<file path="src/rtl/axi4_lite_pkg.sv">
// rtl/axi4_lite_pkg.sv - shared AXI4-Lite response codes and command-master FSM states
package axi4_lite_pkg;

    typedef enum logic [1:0] {
        OKAY   = 2'b00,
        EXOKAY = 2'b01,
        SLVERR = 2'b10,
        DECERR = 2'b11
    } axi_resp_e;

    typedef enum logic [2:0] {
        IDLE            = 3'd0,
        WRITE_ADDR_DATA = 3'd1,
        WRITE_RESP      = 3'd2,
        READ_ADDR       = 3'd3,
        READ_DATA       = 3'd4,
        RESPOND         = 3'd5
    } cmd_master_state_e;

endpackage

</file>
<file path="src/rtl/axi4_lite_if.sv">
// rtl/axi4_lite_if.sv - AXI4-Lite bus bundle with master and slave views
interface axi4_lite_if #(
    parameter int ALEN = 32,
    parameter int DLEN = 32
) (
    input logic aclk,
    input logic aresetn
);
    logic [ALEN-1:0]   awaddr;
    logic [2:0]        awprot;
    logic              awvalid;
    logic              awready;
    logic [DLEN-1:0]   wdata;
    logic [DLEN/8-1:0] wstrb;
    logic              wvalid;
    logic              wready;
    logic [1:0]        bresp;
    logic              bvalid;
    logic              bready;
    logic [ALEN-1:0]   araddr;
    logic [2:0]        arprot;
    logic              arvalid;
    logic              arready;
    logic [DLEN-1:0]   rdata;
    logic [1:0]        rresp;
    logic              rvalid;
    logic              rready;

    modport M (
        output awaddr, awprot, awvalid, wdata, wstrb, wvalid, bready,
        output araddr, arprot, arvalid, rready,
        input  awready, wready, bresp, bvalid, arready, rdata, rresp, rvalid
    );

    modport S (
        input  aclk, aresetn,
        input  awaddr, awprot, awvalid, wdata, wstrb, wvalid, bready,
        input  araddr, arprot, arvalid, rready,
        output awready, wready, bresp, bvalid, arready, rdata, rresp, rvalid
    );
endinterface

</file>
<file path="src/rtl/axi4_lite_watchdog.sv">
// rtl/axi4_lite_watchdog.sv - enable/clear cycle counter that flags expiry on its LIMIT-th enabled cycle
module axi4_lite_watchdog #(
    parameter int LIMIT = 1024
) (
    input  logic i_clk,
    input  logic i_rst,
    input  logic i_en,
    input  logic i_clr,
    output logic o_expire
);
    localparam int CW = $clog2(LIMIT + 1);

    logic [CW-1:0] r_count;

    always_ff @(posedge i_clk) begin
        if (i_rst || i_clr) begin
            r_count <= '0;
        end else if (i_en && !o_expire) begin
            r_count <= r_count + 1'b1;
        end
    end

    assign o_expire = i_en && (r_count == CW'(LIMIT - 1));
endmodule

</file>
<file path="src/rtl/axi4_lite_cmd_master.sv">
// rtl/axi4_lite_cmd_master.sv - single-outstanding AXI4-Lite initiator fed by a cmd/rsp stream
// Optional response watchdog enabled by AXIL_CMD_MASTER_TIMEOUT_EN.
module axi4_lite_cmd_master
    import axi4_lite_pkg::*;
#(
    parameter int ALEN           = 32,
    parameter int DLEN           = 32,
    parameter int SLEN           = DLEN / 8,
    parameter int TIMEOUT_CYCLES = 1024
) (
    input  logic            aclk,
    input  logic            areset,
    input  logic            cmd_valid,
    output logic            cmd_ready,
    input  logic            cmd_write,
    input  logic [ALEN-1:0] cmd_addr,
    input  logic [DLEN-1:0] cmd_wdata,
    input  logic [SLEN-1:0] cmd_wstrb,
    output logic            rsp_valid,
    input  logic            rsp_ready,
    output logic            rsp_write,
    output logic [DLEN-1:0] rsp_rdata,
    output logic [1:0]      rsp_resp,
    output logic            timeout_err,
    axi4_lite_if.M          m_axi
);
`ifdef AXIL_CMD_MASTER_TIMEOUT_EN
    localparam logic IDLE_ABSORB = 1'b1;
`else
    localparam logic IDLE_ABSORB = 1'b0;
`endif

    cmd_master_state_e r_state, w_state_nxt;
    logic              r_cmd_ready, r_write;
    logic [ALEN-1:0]   r_addr;
    logic [DLEN-1:0]   r_wdata;
    logic [SLEN-1:0]   r_wstrb;
    logic              r_awvalid, r_wvalid, r_aw_done, r_w_done, r_bready, r_arvalid, r_rready;
    logic              r_rsp_valid, r_rsp_write;
    logic [DLEN-1:0]   r_rsp_rdata;
    axi_resp_e         r_rsp_resp;
    logic              w_cmd_hs, w_aw_hs, w_w_hs, w_b_hs, w_ar_hs, w_r_hs;
    logic              w_expired, w_timeout;

    assign w_cmd_hs = r_cmd_ready && cmd_valid;
    assign w_aw_hs  = r_awvalid && m_axi.awready;
    assign w_w_hs   = r_wvalid && m_axi.wready;
    assign w_b_hs   = r_bready && m_axi.bvalid;
    assign w_ar_hs  = r_arvalid && m_axi.arready;
    assign w_r_hs   = r_rready && m_axi.rvalid;

    always_comb begin
        w_state_nxt = r_state;
        w_timeout   = 1'b0;
        case (r_state)
            IDLE: if (w_cmd_hs) w_state_nxt = cmd_write ? WRITE_ADDR_DATA : READ_ADDR;
            WRITE_ADDR_DATA:
                if ((r_aw_done || w_aw_hs) && (r_w_done || w_w_hs)) w_state_nxt = WRITE_RESP;
            WRITE_RESP: begin
                if (w_b_hs) begin
                    w_state_nxt = RESPOND;
                end else if (w_expired) begin
                    w_state_nxt = RESPOND;
                    w_timeout   = 1'b1;
                end
            end
            READ_ADDR: if (w_ar_hs) w_state_nxt = READ_DATA;
            READ_DATA: begin
                if (w_r_hs) begin
                    w_state_nxt = RESPOND;
                end else if (w_expired) begin
                    w_state_nxt = RESPOND;
                    w_timeout   = 1'b1;
                end
            end
            RESPOND: if (rsp_ready) w_state_nxt = IDLE;
            default: w_state_nxt = IDLE;
        endcase
    end

    always_ff @(posedge aclk) begin
        if (areset) begin
            r_state     <= IDLE;
            r_cmd_ready <= 1'b0;
            r_write     <= 1'b0;
            r_addr      <= '0;
            r_wdata     <= '0;
            r_wstrb     <= '0;
            r_awvalid   <= 1'b0;
            r_wvalid    <= 1'b0;
            r_aw_done   <= 1'b0;
            r_w_done    <= 1'b0;
            r_bready    <= 1'b0;
            r_arvalid   <= 1'b0;
            r_rready    <= 1'b0;
            r_rsp_valid <= 1'b0;
            r_rsp_write <= 1'b0;
            r_rsp_rdata <= '0;
            r_rsp_resp  <= OKAY;
        end else begin
            r_state     <= w_state_nxt;
            r_cmd_ready <= (w_state_nxt == IDLE);
            r_bready    <= (w_state_nxt == WRITE_RESP) || (IDLE_ABSORB && w_state_nxt == IDLE);
            r_rready    <= (w_state_nxt == READ_DATA) || (IDLE_ABSORB && w_state_nxt == IDLE);
            r_rsp_valid <= (w_state_nxt == RESPOND);

            if (w_cmd_hs) begin
                r_write   <= cmd_write;
                r_addr    <= cmd_addr;
                r_wdata   <= cmd_wdata;
                r_wstrb   <= cmd_wstrb;
                r_awvalid <= cmd_write;
                r_wvalid  <= cmd_write;
                r_arvalid <= !cmd_write;
                r_aw_done <= 1'b0;
                r_w_done  <= 1'b0;
            end else begin
                // AW and W retire independently so either may be accepted first
                if (w_aw_hs) begin
                    r_awvalid <= 1'b0;
                    r_aw_done <= 1'b1;
                end
                if (w_w_hs) begin
                    r_wvalid <= 1'b0;
                    r_w_done <= 1'b1;
                end
                if (w_ar_hs) r_arvalid <= 1'b0;
            end

            if (r_state == WRITE_RESP && w_b_hs) begin
                r_rsp_write <= 1'b1;
                r_rsp_rdata <= '0;
                r_rsp_resp  <= axi_resp_e'(m_axi.bresp);
            end else if (r_state == READ_DATA && w_r_hs) begin
                r_rsp_write <= 1'b0;
                r_rsp_rdata <= m_axi.rdata;
                r_rsp_resp  <= axi_resp_e'(m_axi.rresp);
            end else if (w_timeout) begin
                r_rsp_write <= r_write;
                r_rsp_rdata <= '0;
                r_rsp_resp  <= DECERR;
            end
        end
    end

`ifdef AXIL_CMD_MASTER_TIMEOUT_EN
    logic w_wd_en, w_wd_clr, r_timeout_err;

    assign w_wd_en  = (r_state == WRITE_RESP) || (r_state == READ_DATA);
    assign w_wd_clr = (w_state_nxt != r_state);

    axi4_lite_watchdog #(.LIMIT(TIMEOUT_CYCLES)) u_watchdog (
        .i_clk    (aclk),
        .i_rst    (areset),
        .i_en     (w_wd_en),
        .i_clr    (w_wd_clr),
        .o_expire (w_expired)
    );

    always_ff @(posedge aclk) begin
        if (areset)         r_timeout_err <= 1'b0;
        else if (w_timeout) r_timeout_err <= 1'b1;
    end
    assign timeout_err = r_timeout_err;
`else
    assign w_expired   = 1'b0;
    assign timeout_err = 1'b0;
`endif

    assign cmd_ready     = r_cmd_ready;
    assign rsp_valid     = r_rsp_valid;
    assign rsp_write     = r_rsp_write;
    assign rsp_rdata     = r_rsp_rdata;
    assign rsp_resp      = r_rsp_resp;

    assign m_axi.awaddr  = r_addr;
    assign m_axi.awprot  = 3'b000;
    assign m_axi.awvalid = r_awvalid;
    assign m_axi.wdata   = r_wdata;
    assign m_axi.wstrb   = r_wstrb;
    assign m_axi.wvalid  = r_wvalid;
    assign m_axi.bready  = r_bready;
    assign m_axi.araddr  = r_addr;
    assign m_axi.arprot  = 3'b000;
    assign m_axi.arvalid = r_arvalid;
    assign m_axi.rready  = r_rready;
endmodule

</file>
<file path="src/flat_wrapper.sv">
// flat-port wrapper written by rule: the top's interface ports become plain ports
module axi4_lite_cmd_master_flat import axi4_lite_pkg::*;
#(
    parameter int ALEN           = 32,
    parameter int DLEN           = 32,
    parameter int SLEN           = DLEN / 8,
    parameter int TIMEOUT_CYCLES = 1024
)
  (aclk, areset, cmd_valid, cmd_ready, cmd_write, cmd_addr, cmd_wdata, cmd_wstrb, rsp_valid, rsp_ready, rsp_write, rsp_rdata, rsp_resp, timeout_err, aresetn, m_axi_awaddr, m_axi_awprot, m_axi_awvalid, m_axi_wdata, m_axi_wstrb, m_axi_wvalid, m_axi_bready, m_axi_araddr, m_axi_arprot, m_axi_arvalid, m_axi_rready, m_axi_awready, m_axi_wready, m_axi_bresp, m_axi_bvalid, m_axi_arready, m_axi_rdata, m_axi_rresp, m_axi_rvalid);
  axi4_lite_if #(.ALEN(ALEN), .DLEN(DLEN)) m_axi_i (.aclk(aclk), .aresetn(aresetn));
  input  logic aclk;
  input  logic areset;
  input  logic cmd_valid;
  output logic cmd_ready;
  input  logic cmd_write;
  input  logic [ALEN-1:0] cmd_addr;
  input  logic [DLEN-1:0] cmd_wdata;
  input  logic [SLEN-1:0] cmd_wstrb;
  output logic rsp_valid;
  input  logic rsp_ready;
  output logic rsp_write;
  output logic [DLEN-1:0] rsp_rdata;
  output logic [1:0] rsp_resp;
  output logic timeout_err;
  input wire logic aresetn;
  output wire logic [$bits(m_axi_i.awaddr)-1:0] m_axi_awaddr;
  output wire logic [$bits(m_axi_i.awprot)-1:0] m_axi_awprot;
  output wire logic [$bits(m_axi_i.awvalid)-1:0] m_axi_awvalid;
  output wire logic [$bits(m_axi_i.wdata)-1:0] m_axi_wdata;
  output wire logic [$bits(m_axi_i.wstrb)-1:0] m_axi_wstrb;
  output wire logic [$bits(m_axi_i.wvalid)-1:0] m_axi_wvalid;
  output wire logic [$bits(m_axi_i.bready)-1:0] m_axi_bready;
  output wire logic [$bits(m_axi_i.araddr)-1:0] m_axi_araddr;
  output wire logic [$bits(m_axi_i.arprot)-1:0] m_axi_arprot;
  output wire logic [$bits(m_axi_i.arvalid)-1:0] m_axi_arvalid;
  output wire logic [$bits(m_axi_i.rready)-1:0] m_axi_rready;
  input wire logic [$bits(m_axi_i.awready)-1:0] m_axi_awready;
  input wire logic [$bits(m_axi_i.wready)-1:0] m_axi_wready;
  input wire logic [$bits(m_axi_i.bresp)-1:0] m_axi_bresp;
  input wire logic [$bits(m_axi_i.bvalid)-1:0] m_axi_bvalid;
  input wire logic [$bits(m_axi_i.arready)-1:0] m_axi_arready;
  input wire logic [$bits(m_axi_i.rdata)-1:0] m_axi_rdata;
  input wire logic [$bits(m_axi_i.rresp)-1:0] m_axi_rresp;
  input wire logic [$bits(m_axi_i.rvalid)-1:0] m_axi_rvalid;
  assign m_axi_awaddr = m_axi_i.awaddr;
  assign m_axi_awprot = m_axi_i.awprot;
  assign m_axi_awvalid = m_axi_i.awvalid;
  assign m_axi_wdata = m_axi_i.wdata;
  assign m_axi_wstrb = m_axi_i.wstrb;
  assign m_axi_wvalid = m_axi_i.wvalid;
  assign m_axi_bready = m_axi_i.bready;
  assign m_axi_araddr = m_axi_i.araddr;
  assign m_axi_arprot = m_axi_i.arprot;
  assign m_axi_arvalid = m_axi_i.arvalid;
  assign m_axi_rready = m_axi_i.rready;
  assign m_axi_i.awready = m_axi_awready;
  assign m_axi_i.wready = m_axi_wready;
  assign m_axi_i.bresp = m_axi_bresp;
  assign m_axi_i.bvalid = m_axi_bvalid;
  assign m_axi_i.arready = m_axi_arready;
  assign m_axi_i.rdata = m_axi_rdata;
  assign m_axi_i.rresp = m_axi_rresp;
  assign m_axi_i.rvalid = m_axi_rvalid;
  axi4_lite_cmd_master #(.ALEN(ALEN), .DLEN(DLEN), .SLEN(SLEN), .TIMEOUT_CYCLES(TIMEOUT_CYCLES)) u_core (.aclk(aclk), .areset(areset), .cmd_valid(cmd_valid), .cmd_ready(cmd_ready), .cmd_write(cmd_write), .cmd_addr(cmd_addr), .cmd_wdata(cmd_wdata), .cmd_wstrb(cmd_wstrb), .rsp_valid(rsp_valid), .rsp_ready(rsp_ready), .rsp_write(rsp_write), .rsp_rdata(rsp_rdata), .rsp_resp(rsp_resp), .timeout_err(timeout_err), .m_axi(m_axi_i));
endmodule
</file>
<file path="config.mk">
export PLATFORM = sky130hd
export DESIGN_NAME = axi4_lite_cmd_master_flat
export DESIGN_NICKNAME = d
export VERILOG_FILES = /design/src/rtl/axi4_lite_pkg.sv /design/src/rtl/axi4_lite_if.sv /design/src/rtl/axi4_lite_watchdog.sv /design/src/rtl/axi4_lite_cmd_master.sv /design/src/flat_wrapper.sv
export SDC_FILE = /design/constraint.sdc
export NUM_CORES = 1
export LEC_CHECK = 0
export CAP_MARGIN = 15
export CORE_MARGIN = 4
export CORE_UTILIZATION = 35
export CTS_BUF_LIST = sky130_fd_sc_hd__clkbuf_8
export CTS_CLUSTER_SIZE = 25
export DETAILED_ROUTE_END_ITERATION = 16
export PLACE_DENSITY = 0.79
export SYNTH_ARGS = -nofsm -noshare
export SYNTH_HDL_FRONTEND = slang
export SYNTH_SLANG_ARGS = --single-unit
</file>
<file path="constraint.sdc">
create_clock -name aclk -period 1.8 [get_ports aclk]
set_clock_uncertainty 0.05 [all_clocks]
set_input_delay 0.27 -clock aclk [delete_from_list [all_inputs] [get_ports aclk]]
set_output_delay 0.27 -clock aclk [all_outputs]
set_load 0.05 [all_outputs]
</file>
==> results of run 1 <==
-- metrics by stage --
| stage | total power, mW | cell area [um2] | worst slack (ns) | hold slack (ns) | TNS (ns) |
|---|---|---|---|---|---|
| after floorplan | 3.60 | 4400 | -0.0898 | 0.352 | -0.0898 |
| after global placement | 4.11 | 6600 | -0.188 | 0.392 | -0.587 |
| after detailed placement | 4.12 | 6600 | -0.236 | 0.395 | -0.772 |
| after CTS | 6.62 | 7010 | 0.0106 | 0.214 | 0 |
| after global routing | 6.80 | 7020 | 0.0192 | 0.237 | 0 |
| final | 6.52 | 7020 | 0.0905 | 0.250 | 0 |
-- flip-flops by register name (all words and copies together) (netlist names), 2 cells and up --
name and cells:
u_core.rsp_resp 2, u_core.r_state 3, u_core.m_axi.araddr 32, u_core.rsp_rdata 32, u_core.m_axi.wstrb 4, u_core.m_axi.wdata 32
-- routing by layer --
| layer | vias up | GRT usage |
|---|---|---|
| li1 | 2187 | - |
| met1 | 1991 | 0.185 |
| met2 | 172 | 0.316 |
| met3 | 19 | 0.0745 |
| met4 | 0 | 0.0744 |
| met5 | - | 0 |
-- how the worst max path moves through the flow --
stage	from	endpoint	slack [ns]	cells after the start
floorplan	u_core.m_axi.wvalid	u_core.m_axi.bready	-0.09	5
global placement	m_axi_arready	u_core.m_axi.bready	-0.19	6
detailed placement	m_axi_arready	u_core.m_axi.bready	-0.24	6
CTS	u_core.r_state[2]	u_core.m_axi.bready	0.01	5
global route	u_core.r_state[1]	u_core.rsp_resp[0]	0.02	6
finish	u_core.r_state[1]	u_core.rsp_rdata[28]	0.09	6
-- power by group --
group / total [mW] / internal, mW / switching, mW / leakage [nW]
clock: 2.45 / 1.47 / 0.982 / 0.222
combinational: 1.34 / 0.520 / 0.825 / 1.74
sequential: 2.72 / 2.65 / 0.0680 / 0.936
-- worst max-delay path, stage by stage (launching register included) --
cell and delay [ns]:
dfxtp_2 0.37, nand2b_4 0.16, buf_4 0.15, or3_2 0.49, buf_4 0.23, nand2_1 0.09, a21oi_1 0.07
-- placed cells by master, fill, tap and decap left out, drive strengths merged --
master / instances
clkinv: 7
nand3b: 2
dlygate4sd2: 1
nand2: 210
a21oi: 107
and2: 3
conb: 7
bufinv: 4
dfxtp: 115
clkinvlp: 1
a311oi: 2
clkbuf: 17
inv: 5
or2b: 1
nand2b: 3
or4: 1
nor4: 3
clkdlybuf4s50: 112
o2bb2ai: 1
o22ai: 2
nor2: 12
o31a: 1
o21bai: 1
buf: 164
and3: 1
nor3: 5
a31oi: 1
or3: 2
-- kinds of logic after synthesis --
family | share of synthesized area
simple gates | 0.228
buf+inv | 0.105
compound gates | 0.139
other cells | 0.000858
flops | 0.527
-- cell type report --
type	instances	area [um2]
sequential	115	2310
clock inverter	15	174
timing repair buffer	277	2430
multi-input combinational	365	1650
fill	1092	5100
inverter	2	7.51
tap	168	210
clock buffer	17	234
==> flow_summary.toml, run 1 <==
[routing]
route.detailed.drc = 0
detail_route.wl_per_cell_um = 13.7
viasPerCell = 4.56
ant_nets = 0
drt_iter0_drc = 171
route.met2.wl_um = 6690
route.met3.wl_um = 1280
wl_met1_um = 4910
vias = 4369
routed.top_layer = "met4"
drt_pass1_iterations = 4
totalWireLength_um = 13100

[setup_path]
ff2ff_path_depth = 6
required_ns = 2.06
r2r_start = "u_core.r_state[1]"
rr_endpoint = "u_core.rsp_rdata[28]"
reg2reg_slack_ns = 0.09
cp-start-kind = "flip-flop"
end_kind = "flip-flop"
worst-path-max-fanout = 21
crit_arrival_ns = 1.97
criticalPathCategory = "flip-flop to flip-flop"

[cells_and_area]
antenna-diode-count = 0
layout.nets = 893
drive_above_1_share = 0.269
fin_cells = 959
fin_util = 0.579
syn_to_final_growth_pct = 60.6

[timing]
finalSetupViolCount = 0
slew_violations = 0
hold_viol = 0
grt_setup_unrepaired = "false"
fin_crit_sh = 0.950
period_needed_ns = 1.71
max_freq_mhz = 585

[global_routing]
antenna_found_initial = 0
grt_pass1_wl_um = 20600
grt_overflow = 0
grt_max_degree = 65
track_usage = 0.178
first_global_vias = 4199

[synth]
synth.avg_cell_area_um2 = 7.93
synth_edf_count = 0
synth_common_cells = "209 x nand2_1, 115 x dfxtp_1, 107 x a21oi_1"
synth_seq_cells = 115
ys_types = 33
synth_ff_type = "dfxtp_1"
synth_warnings = 0
syn-cell-area_mm2 = 0.00437
ys_top_cells_by_area = "dfxtp_1 53%, nand2_1 18%, a21oi_1 12%, buf_4 6.7%, clkbuf_1 2.2%"
synth-async-reset-ratio = 0
synth.most_common_cell = "nand2_1"
synth_top_area_share = 0.527
synthCells = 551
synth_top_cell_by_area = "dfxtp_1"
yosysSeqAreaShare = 0.527

[worst_hold_path]
hold_path_startpoint = "areset"
hp-class = "input pin to flip-flop"
holdPathStages = 3
hold_end = "u_core.r_state[1]"

[clock_network]
h-tree-depth = 4
cts-root-buf = "clkbuf_8"
clk_path_buf_depth = 2
clkSinkCount = 115
cts_tree = "built"
insertion_delay_ns = 0.42
path_clk_slew_ns = 0.07
numCtsBuffers = 17
cts_resized = 1
hold_buffers = 0
cts_post_setup_buffers_inserted = 0

[power_and_ir_drop]
powerDensity_mw_per_mm2 = 929
ir_worst_vdd_mv = 0.562
leakage_nw = 2.90

[placed_design]
gp_congestion = 0.806
dp_hpwl_um = 10000
portBuffers = 255
numPlacedInstances = 927

[outcome]
status = "completed"

[floorplanning]
chipWidth_um = 120
start_util = 0.361
core_mm2 = 0.0121
io_pins = 264
die_y_um = 120
design.die.area_mm2 = 0.0143
core.rowCount = 40

[flow_run]
maxCapViolations = 0
Power figures use the tool's default switching activity.
==> run 2, diff against run 1 <==
--- a/config.mk
+++ b/config.mk
@@ -9,6 +9,7 @@
 export CORE_MARGIN = 4
 export CORE_UTILIZATION = 35
 export CTS_BUF_LIST = sky130_fd_sc_hd__clkbuf_8
+export CTS_CLUSTER_DIAMETER = 50
 export CTS_CLUSTER_SIZE = 25
 export DETAILED_ROUTE_END_ITERATION = 16
 export PLACE_DENSITY = 0.79
==> results of run 2 <==
Same layout as run 1: the final DEF is identical, and so are final timing and power.
